File: src/rtl/ps2_key_event_ctrl_if.sv
// Scancode byte input and key-event output handshake of the PS/2 key event controller.
// The slave side is the controller; the master side is the receiver/consumer pair.
interface ps2_key_event_ctrl_if;
    logic       byte_valid;
    logic [7:0] byte_data;
    logic       evt_valid;
    logic       evt_ready;
    logic [7:0] evt_code;
    logic       evt_ext;
    logic       evt_break;

    modport master (
        output byte_valid, byte_data, evt_ready,
        input  evt_valid, evt_code, evt_ext, evt_break
    );

    modport slave (
        input  byte_valid, byte_data, evt_ready,
        output evt_valid, evt_code, evt_ext, evt_break
    );
endinterface

File: src/rtl/ps2_key_event_ctrl.sv
// PS/2 scancode sequencer: E0/F0 prefix decode, held-key tracking with typematic
// suppression, press counting and a small event FIFO drained by valid/ready.
//
// state     | meaning
// S_IDLE    | no prefix pending
// S_EXT     | E0 seen
// S_BRK     | F0 seen
// S_EXT_BRK | E0 F0 seen
module ps2_key_event_ctrl #(
    parameter int FIFO_DEPTH     = 4,
    parameter int TIMEOUT_CYCLES = 1000000
) (
    input  logic                 clk_i,
    input  logic                 reset_i,
    ps2_key_event_ctrl_if.slave  bus,
    output logic                 held_valid_o,
    output logic [7:0]           held_code_o,
    output logic                 held_ext_o,
    output logic [7:0]           press_count_o,
    output logic                 overflow_o
);

    localparam int PTR_W = $clog2(FIFO_DEPTH);
    localparam int CNT_W = PTR_W + 1;
    localparam int TMO_W = $clog2(TIMEOUT_CYCLES);
    localparam logic [TMO_W-1:0] TMO_LAST = TMO_W'(TIMEOUT_CYCLES - 1);
    localparam logic [CNT_W-1:0] DEPTH_C  = CNT_W'(FIFO_DEPTH);

    typedef enum logic [1:0] {S_IDLE, S_EXT, S_BRK, S_EXT_BRK} state_e;

    state_e             state_q, state_d;
    logic [TMO_W-1:0]   tmo_cnt_q, tmo_cnt_d;
    logic               held_valid_q, held_valid_d;
    logic [7:0]         held_code_q, held_code_d;
    logic               held_ext_q, held_ext_d;
    logic [7:0]         press_count_q, press_count_d;
    logic               overflow_q, overflow_d;
    logic [PTR_W-1:0]   wr_ptr_q, wr_ptr_d;
    logic [PTR_W-1:0]   rd_ptr_q, rd_ptr_d;
    logic [CNT_W-1:0]   count_q, count_d;
    logic [9:0]         mem_q [FIFO_DEPTH];

    logic is_err;
    logic dec_fire, dec_ext, dec_brk;
    logic key_match, is_make, is_repeat, push, pop, full, push_ok;

    always_comb begin
        state_d   = state_q;
        tmo_cnt_d = tmo_cnt_q;
        dec_fire  = 1'b0;
        dec_ext   = 1'b0;
        dec_brk   = 1'b0;
        is_err    = (bus.byte_data == 8'h00) || (bus.byte_data == 8'hFF);
        if (bus.byte_valid) begin
            tmo_cnt_d = '0;
            if (is_err) begin
                state_d = S_IDLE;
            end else begin
                case (state_q)
                    S_IDLE: begin
                        if (bus.byte_data == 8'hE0)      state_d = S_EXT;
                        else if (bus.byte_data == 8'hF0) state_d = S_BRK;
                        else                             dec_fire = 1'b1;
                    end
                    S_EXT: begin
                        if (bus.byte_data == 8'hF0)      state_d = S_EXT_BRK;
                        else if (bus.byte_data == 8'hE0) state_d = S_EXT;
                        else begin
                            dec_fire = 1'b1;
                            dec_ext  = 1'b1;
                            state_d  = S_IDLE;
                        end
                    end
                    S_BRK, S_EXT_BRK: begin
                        state_d = S_IDLE;
                        if (bus.byte_data != 8'hE0 && bus.byte_data != 8'hF0) begin
                            dec_fire = 1'b1;
                            dec_brk  = 1'b1;
                            dec_ext  = (state_q == S_EXT_BRK);
                        end
                    end
                    default: state_d = S_IDLE;
                endcase
            end
        end else if (state_q != S_IDLE) begin
            // A stalled prefix is abandoned so a lost byte cannot corrupt the next key.
            if (tmo_cnt_q == TMO_LAST) begin
                state_d   = S_IDLE;
                tmo_cnt_d = '0;
            end else begin
                tmo_cnt_d = tmo_cnt_q + TMO_W'(1);
            end
        end else begin
            tmo_cnt_d = '0;
        end
    end

    always_comb begin
        key_match     = held_valid_q && (held_ext_q == dec_ext) && (held_code_q == bus.byte_data);
        is_make       = dec_fire && !dec_brk;
        is_repeat     = is_make && key_match;
        push          = dec_fire && !is_repeat;
        held_valid_d  = held_valid_q;
        held_code_d   = held_code_q;
        held_ext_d    = held_ext_q;
        press_count_d = press_count_q;
        if (is_make && !key_match) begin
            held_valid_d  = 1'b1;
            held_code_d   = bus.byte_data;
            held_ext_d    = dec_ext;
            press_count_d = press_count_q + 8'd1;
        end else if (dec_fire && dec_brk && key_match) begin
            held_valid_d = 1'b0;
        end
    end

    always_comb begin
        pop        = (count_q != '0) && bus.evt_ready;
        full       = (count_q == DEPTH_C);
        push_ok    = push && (!full || pop);
        overflow_d = overflow_q | (push && full && !pop);
        wr_ptr_d   = push_ok ? wr_ptr_q + PTR_W'(1) : wr_ptr_q;
        rd_ptr_d   = pop ? rd_ptr_q + PTR_W'(1) : rd_ptr_q;
        count_d    = count_q + CNT_W'(push_ok) - CNT_W'(pop);
    end

    always_ff @(posedge clk_i) begin
        if (reset_i) begin
            state_q       <= S_IDLE;
            tmo_cnt_q     <= '0;
            held_valid_q  <= 1'b0;
            held_code_q   <= '0;
            held_ext_q    <= 1'b0;
            press_count_q <= '0;
            overflow_q    <= 1'b0;
            wr_ptr_q      <= '0;
            rd_ptr_q      <= '0;
            count_q       <= '0;
        end else begin
            state_q       <= state_d;
            tmo_cnt_q     <= tmo_cnt_d;
            held_valid_q  <= held_valid_d;
            held_code_q   <= held_code_d;
            held_ext_q    <= held_ext_d;
            press_count_q <= press_count_d;
            overflow_q    <= overflow_d;
            wr_ptr_q      <= wr_ptr_d;
            rd_ptr_q      <= rd_ptr_d;
            count_q       <= count_d;
        end
    end

    // Storage is cleared on reset so the head outputs read as zero afterwards.
    always_ff @(posedge clk_i) begin
        if (reset_i) begin
            for (int i = 0; i < FIFO_DEPTH; i++) mem_q[i] <= '0;
        end else if (push_ok) begin
            mem_q[wr_ptr_q] <= {dec_ext, dec_brk, bus.byte_data};
        end
    end

    assign bus.evt_valid = (count_q != '0);
    assign {bus.evt_ext, bus.evt_break, bus.evt_code} = mem_q[rd_ptr_q];

    assign held_valid_o  = held_valid_q;
    assign held_code_o   = held_code_q;
    assign held_ext_o    = held_ext_q;
    assign press_count_o = press_count_q;
    assign overflow_o    = overflow_q;

endmodule
File: src/flat_wrapper.sv
// flat-port wrapper written by rule: the top's interface ports become plain ports
module ps2_key_event_ctrl_flat 
#(
    parameter int FIFO_DEPTH     = 4,
    parameter int TIMEOUT_CYCLES = 1000000
)
  (clk_i, reset_i, held_valid_o, held_code_o, held_ext_o, press_count_o, overflow_o, bus_byte_valid, bus_byte_data, bus_evt_ready, bus_evt_valid, bus_evt_code, bus_evt_ext, bus_evt_break);
  ps2_key_event_ctrl_if bus_i ();
  input  logic clk_i;
  input  logic reset_i;
  output logic held_valid_o;
  output logic [7:0] held_code_o;
  output logic held_ext_o;
  output logic [7:0] press_count_o;
  output logic overflow_o;
  input wire logic [$bits(bus_i.byte_valid)-1:0] bus_byte_valid;
  input wire logic [$bits(bus_i.byte_data)-1:0] bus_byte_data;
  input wire logic [$bits(bus_i.evt_ready)-1:0] bus_evt_ready;
  output wire logic [$bits(bus_i.evt_valid)-1:0] bus_evt_valid;
  output wire logic [$bits(bus_i.evt_code)-1:0] bus_evt_code;
  output wire logic [$bits(bus_i.evt_ext)-1:0] bus_evt_ext;
  output wire logic [$bits(bus_i.evt_break)-1:0] bus_evt_break;
  assign bus_i.byte_valid = bus_byte_valid;
  assign bus_i.byte_data = bus_byte_data;
  assign bus_i.evt_ready = bus_evt_ready;
  assign bus_evt_valid = bus_i.evt_valid;
  assign bus_evt_code = bus_i.evt_code;
  assign bus_evt_ext = bus_i.evt_ext;
  assign bus_evt_break = bus_i.evt_break;
  ps2_key_event_ctrl #(.FIFO_DEPTH(FIFO_DEPTH), .TIMEOUT_CYCLES(TIMEOUT_CYCLES)) u_core (.clk_i(clk_i), .reset_i(reset_i), .bus(bus_i), .held_valid_o(held_valid_o), .held_code_o(held_code_o), .held_ext_o(held_ext_o), .press_count_o(press_count_o), .overflow_o(overflow_o));
endmodule
File: config.mk
export PLATFORM = sky130hd
export DESIGN_NAME = ps2_key_event_ctrl_flat
export DESIGN_NICKNAME = d
export VERILOG_FILES = /design/src/rtl/ps2_key_event_ctrl_if.sv /design/src/rtl/ps2_key_event_ctrl.sv /design/src/flat_wrapper.sv
export SDC_FILE = /design/constraint.sdc
export NUM_CORES = 1
export LEC_CHECK = 0
export ABC_CLOCK_PERIOD_IN_PS = 5900
export CORE_ASPECT_RATIO = 1.75
export CORE_UTILIZATION = 50
export CTS_BUF_LIST = sky130_fd_sc_hd__clkbuf_8
export CTS_CLUSTER_DIAMETER = 150
export DETAILED_ROUTE_END_ITERATION = 10
export PLACE_DENSITY = 0.71
export SKIP_CTS_REPAIR_TIMING = 1
export SYNTH_ARGS = -nofsm -noshare
export SYNTH_HDL_FRONTEND = slang
export SYNTH_SLANG_ARGS = --single-unit
File: constraint.sdc
create_clock -name clk_i -period 5.9 [get_ports clk_i]
set_input_delay 1.18 -clock clk_i [delete_from_list [all_inputs] [get_ports clk_i]]
set_output_delay 1.18 -clock clk_i [all_outputs]
set_load 0.05 [all_outputs]
# == After elaboration in Yosys (flattened, before gate mapping) ==
# Memory sizes are Yosys's and may differ from the RTL's. A register that Yosys moved wholly into a read port is not among the register bits.
# Cells that the tools add are included.
# word_totals
memories,1
wordCells,99
mem_bits_rw,40
mem_bits_ro,0
input_bits,12
latchBits,0
ff_bits,48
out_inout_bits,30
# mem_list
memory,words,width,rd,rd_clocked_by_memory_dff,write_ports,line_no,source
u_core.mem_q,4,10,1,1,4,ps2_key_event_ctrl.sv:41,logic [9:0] mem_q [FIFO_DEPTH];
# classes
bitwise,2
n_lt_le_gt_ge,0
n_reduce_logical,31
muxes,36
n_eq_ne,13
div,0
addsub,6
shift,0
n_mul,0
# ops
op,n
== test 8 bit (second input constant),3
two-way mux 1 bit,22
adder 20 x 1 -> 20 bit (second input constant),1
== test 20 bit (second input constant),1
two-way mux 2 bit,10
inequality test 8 bit (second input constant),2
logical AND 1 bit,13
two-way mux 10 bit,1
OR reduction 10 bit,1
adder 8 x 1 -> 8 bit (second input constant),1
== test 8 bit,1
logical NOT 8 bit,1
nonzero test 2 bit,4
one-hot mux 2 bit (3 select lines),1
logical NOT 1 bit,5
inequality test 5 x 2 -> 1 bit (second input constant),1
adder 2 x 1 -> 2 bit (second input constant),2
== test 2 bit (second input constant),2
OR reduction 4 bit,1
adder 3 x 1 -> 3 bit,1
== test 3 bit (second input constant),1
one-hot mux 1 bit (3 select lines),1
AND reduction 3 bit,1
nonzero test 3 bit,1
other kinds (9),10

# == Longest topological paths before layout ==
# logic_depth
word_depth,18
depth_mapped,12

# == Worst setup path before layout ==
# OpenSTA, ideal clock, no wires.
# synth_timing
path_kind,in2reg
startpoint,input port bus_byte_data[4]
endpoint,"memory u_core.mem_q[1][0], enable pin"
path_slack_ns,2.353
path_buffers,3
cell_stages,8
arrival_time_ns,3.156
path_cell_list,buf_6 > and4_4 > a31oi_2 > o21ai_2 > or3_1 > buf_4 > buf_6 > o21ai_0
# synth_rtl
item,line_no,source
from (decl),flat_wrapper.sv:17,input wire logic [$bits(bus_i.byte_data)-1:0] bus_byte_data;
to (decl),ps2_key_event_ctrl.sv:41,

==> impl_metrics.csv <==
group,metric,value,unit
outcome,outcome,"finished, final reports clean",
global_route,grt_max_degree,42,
die,start_util,0.513,
clocking,clockRootBuffer,"clkbuf_8",
synth,yosys_most_used_dff,"dfxtp_1",
finish,fin_area,0.00486,mm^2
setup_path,worstSetupStartpointType,"input pin",
power_and_ir_drop,p_sw_frac,0.322,
die,die_area,0.00887,mm^2
finish,nFillCells,709,
drt,drc,0,
power_and_ir_drop,power,1.54,mW
setup_path,endpoint_kind,"flop",
clocking,cts_made_buffers,9,
sta,fin_skew,0.00818,ns
setup_path,r2r_start,"u_core.state_q[1]",
global_route,grt_pass1_wl,14600,um
setup_path,crit_start,"bus_byte_data[4]",
global_route,groute.usage.overall,0.221,
setup_path,critical_path_required,5.88,ns
power_and_ir_drop,pwr-share-clk,0.239,
sta,final.setup.tns,0,ns
sta,slew_headroom,0.404,
hold_path,holdPathStages,1,
synth,synth_warnings,0,
finish,areaGrowthSynthToFinish,14.6,%
global_route,use_met1,0.219,
power_and_ir_drop,pwr-share-comb,0.267,
sta,post-route-period-util,0.642,
drt,viasPerCell,5.82,
global_route,top_usage_layer,"met2",
synth,synth_cell_types,50,
placement,gp_congestion,0.872,
power_and_ir_drop,power_frac_seq,0.494,
die,boundaryPins,42,
synth,synth_top_area_share,0.283,
die,rows,44,
finish,diodes,0,
global_route,overflow,0,
sta,worst_slew_pin_slew,0.893,ns
sta,fin_hold_ws,0.439,ns
clocking,cts_buffer_depth,2,
power_and_ir_drop,powerDensity,316,mW/mm^2
power_and_ir_drop,p_leak,1.65,nW
die,coreArea,0.00826,mm^2
sta,finalMaxSlewViolations,0,
drt,first_iter_violations,245,
synth,synth_nets,412,
global_route,grt_pass1_vias,3038,
power_and_ir_drop,netSwitchingPower,495,uW
synth,yosys-top-cells-area,"edfxtp_1 (28%), dfxtp_1 (24%), mux4_2 (5.3%)",
drt,drt_wl_total,8830,um
synth,synth-seq-cells,90,
clocking,clk_latency,0.36,ns
synth,syn_area_per_cell,10.7,um^2
finish,drive_above_1_share,0.134,
hold_path,min_from,"u_core.tmo_cnt_q[0]",
clocking,path_clk_slew,0.08,ns
setup_path,r2r_cells,4,
finish,fin_util,0.588,
flow_run,maxCapViolations,0,
power_and_ir_drop,ir_worst_vdd,159,uV
placement,place_hpwl,6640,um
setup_path,critPathMaxFanout,41,
placement,placed_area,0.00468,mm^2
global_route,antenna_found_initial,0,
synth,synth-seq-area-share,0.519,
drt,dr_total_vias,3048,
drt,first_pass_iters,4,
die,fp.dieH,124,um
global_route,gr-usage-met3,0.0388,
clocking,cts.sinks,90,
power_and_ir_drop,internal_power,1.04,mW
drt,ant_nets,0,
synth,yosysTopAreaCell,"edfxtp_1",
placement,port-buffer-count,41,
setup_path,crit_type,"input pin to flop",
synth,synthArstFlopShare,0,
synth,synth_edf_count,40,
synth,synth_cells,395,
setup_path,worstPathArrival,3.77,ns
synth,netlist_area,0.00424,mm^2
sta,hold_viol_final,0,
sta,rsz0062_at_grt,"no",
finish,nNetsFinal,444,
sta,clock.fmax,264,MHz
sta,period_minus_slack,3.79,ns
clocking,htree_levels,3,
drt,wl_per_cell,16.8,um
hold_path,hold_path.class,"flop to flop",
sta,setup_violations,0,
clocking,cts_tree,"built",
global_route,grt_use_met2,0.419,
die,fp.dieW,71.6,um
worst paths after layout:
path                         endpoint  slack (ns)
setup / recovery   u_core.mem_q[0][0]        2.11
hold reg to reg   u_core.tmo_cnt_q[0]        0.44
setup reg to reg   u_core.mem_q[0][0]        3.20
hold / removal    u_core.tmo_cnt_q[0]        0.44
metal layers:
| layer | wire length [um] | part of all wire | vias to the layer above |
|---|---|---|---|
| met2 | 5040 | 0.57 | 80 |
| met5 | 0 | 0 | - |
| li1 | - | - | 1491 |
| met1 | 3190 | 0.36 | 1459 |
| met4 | 270 | 0.031 | 0 |
| met3 | 317 | 0.036 | 18 |
registers in the layout, indices dropped and copies added, names as in the netlist, named ones only:
signal and count:
u_core.count_q 3, u_core.held_code_o 8, u_core.held_ext_o 1, u_core.held_valid_o 1, u_core.mem_q 40, u_core.overflow_o 1
u_core.press_count_o 8, u_core.rd_ptr_q 2, u_core.state_q 2, u_core.tmo_cnt_q 20, u_core.wr_ptr_q 2
worst max-delay path, stage by stage:
cell and delay (ns):
clkdlybuf4s50_1 0.59, and4_4 0.25, a31oi_2 0.25, o21ai_2 0.08, or3_1 0.38, buf_4 0.28
o31ai_2 0.74
per-stage QoR:
step | setup WS [ns] | instances
6_report | 2.11 | 524
5_1_grt | 1.98 | 524
4_1_cts | 2.13 | 524
3_5_place_dp | 1.76 | 508
3_3_place_gp | 1.80 | 508
2_1_floorplan | 2.35 | 395
logic make-up (layout without fill, tap and decap cells):
group           count (synthesis)  after routing  share of synthesized area
simple gates                  179            179                      0.229
flops                          90             90                      0.519
buf+inv                        42             79                     0.0472
compound gates                 34             34                     0.0599
xor+xnor                       31             31                     0.0640
mux                            14             14                     0.0638
fa+ha+maj                       5              5                     0.0165
layout make-up:
class | count | area (um^2) | area share
Tap cell | 92 | 115 | 0.0237
Inverter | 14 | 52.6 | 0.0108
Clock buffer | 11 | 151 | 0.0312
Timing Repair Buffer | 49 | 470 | 0.0969
Multi-Input combinational cell | 263 | 1840 | 0.379
Sequential cell | 90 | 2200 | 0.453
Clock inverter | 5 | 22.5 | 0.00464
power by group through the flow:
stage                     Combinational [mW]  Sequential (mW)  Clock, mW
after floorplan                        0.315            0.756          0
after global placement                 0.406            0.772          0
after detailed placement               0.412            0.775          0
after CTS                              0.414            0.760      0.379
after global routing                   0.437            0.767      0.403
final                                  0.410            0.758      0.367
placed cells by master, fill, tap and decap left out, drive strengths merged, types with 3 or more instances in the layout:
cell / count
a21oi: 6
a31o: 10
and2: 3
and3: 4
and4: 4
buf: 8
clkbuf: 11
clkdlybuf4s50: 41
dfxtp: 50
edfxtp: 40
ha: 4
inv: 17
mux2: 4
mux4: 10
nand2: 28
nand2b: 8
nand3: 4
nand4: 8
nor2: 48
nor2b: 5
nor3: 26
nor4: 27
o21a: 3
o21ai: 6
o31ai: 3
or3: 6
xnor2: 22
xor2: 9
synth_stat cells, types with 2 or more instances:
cell type / count
or3_1: 6
xor2_1: 9
and3_1: 4
o21a_1: 3
o21ai_0: 5
xnor2_1: 22
dfxtp_1: 50
mux2_2: 3
nor2_1: 48
nor4_1: 19
edfxtp_1: 40
nand2b_1: 8
clkbuf_1: 13
buf_2: 7
mux4_2: 10
nor3_1: 26
nand4_1: 8
buf_6: 4
o31ai_1: 2
and4_1: 3
nor2b_1: 5
inv_1: 13
and2_1: 3
or4_1: 2
a21oi_1: 6
buf_1: 3
a31o_2: 9
o31a_1: 2
ha_1: 4
nor4_2: 8
nand3_1: 4
nand2_1: 28
Note: power is estimated with default switching activity, not from simulation.
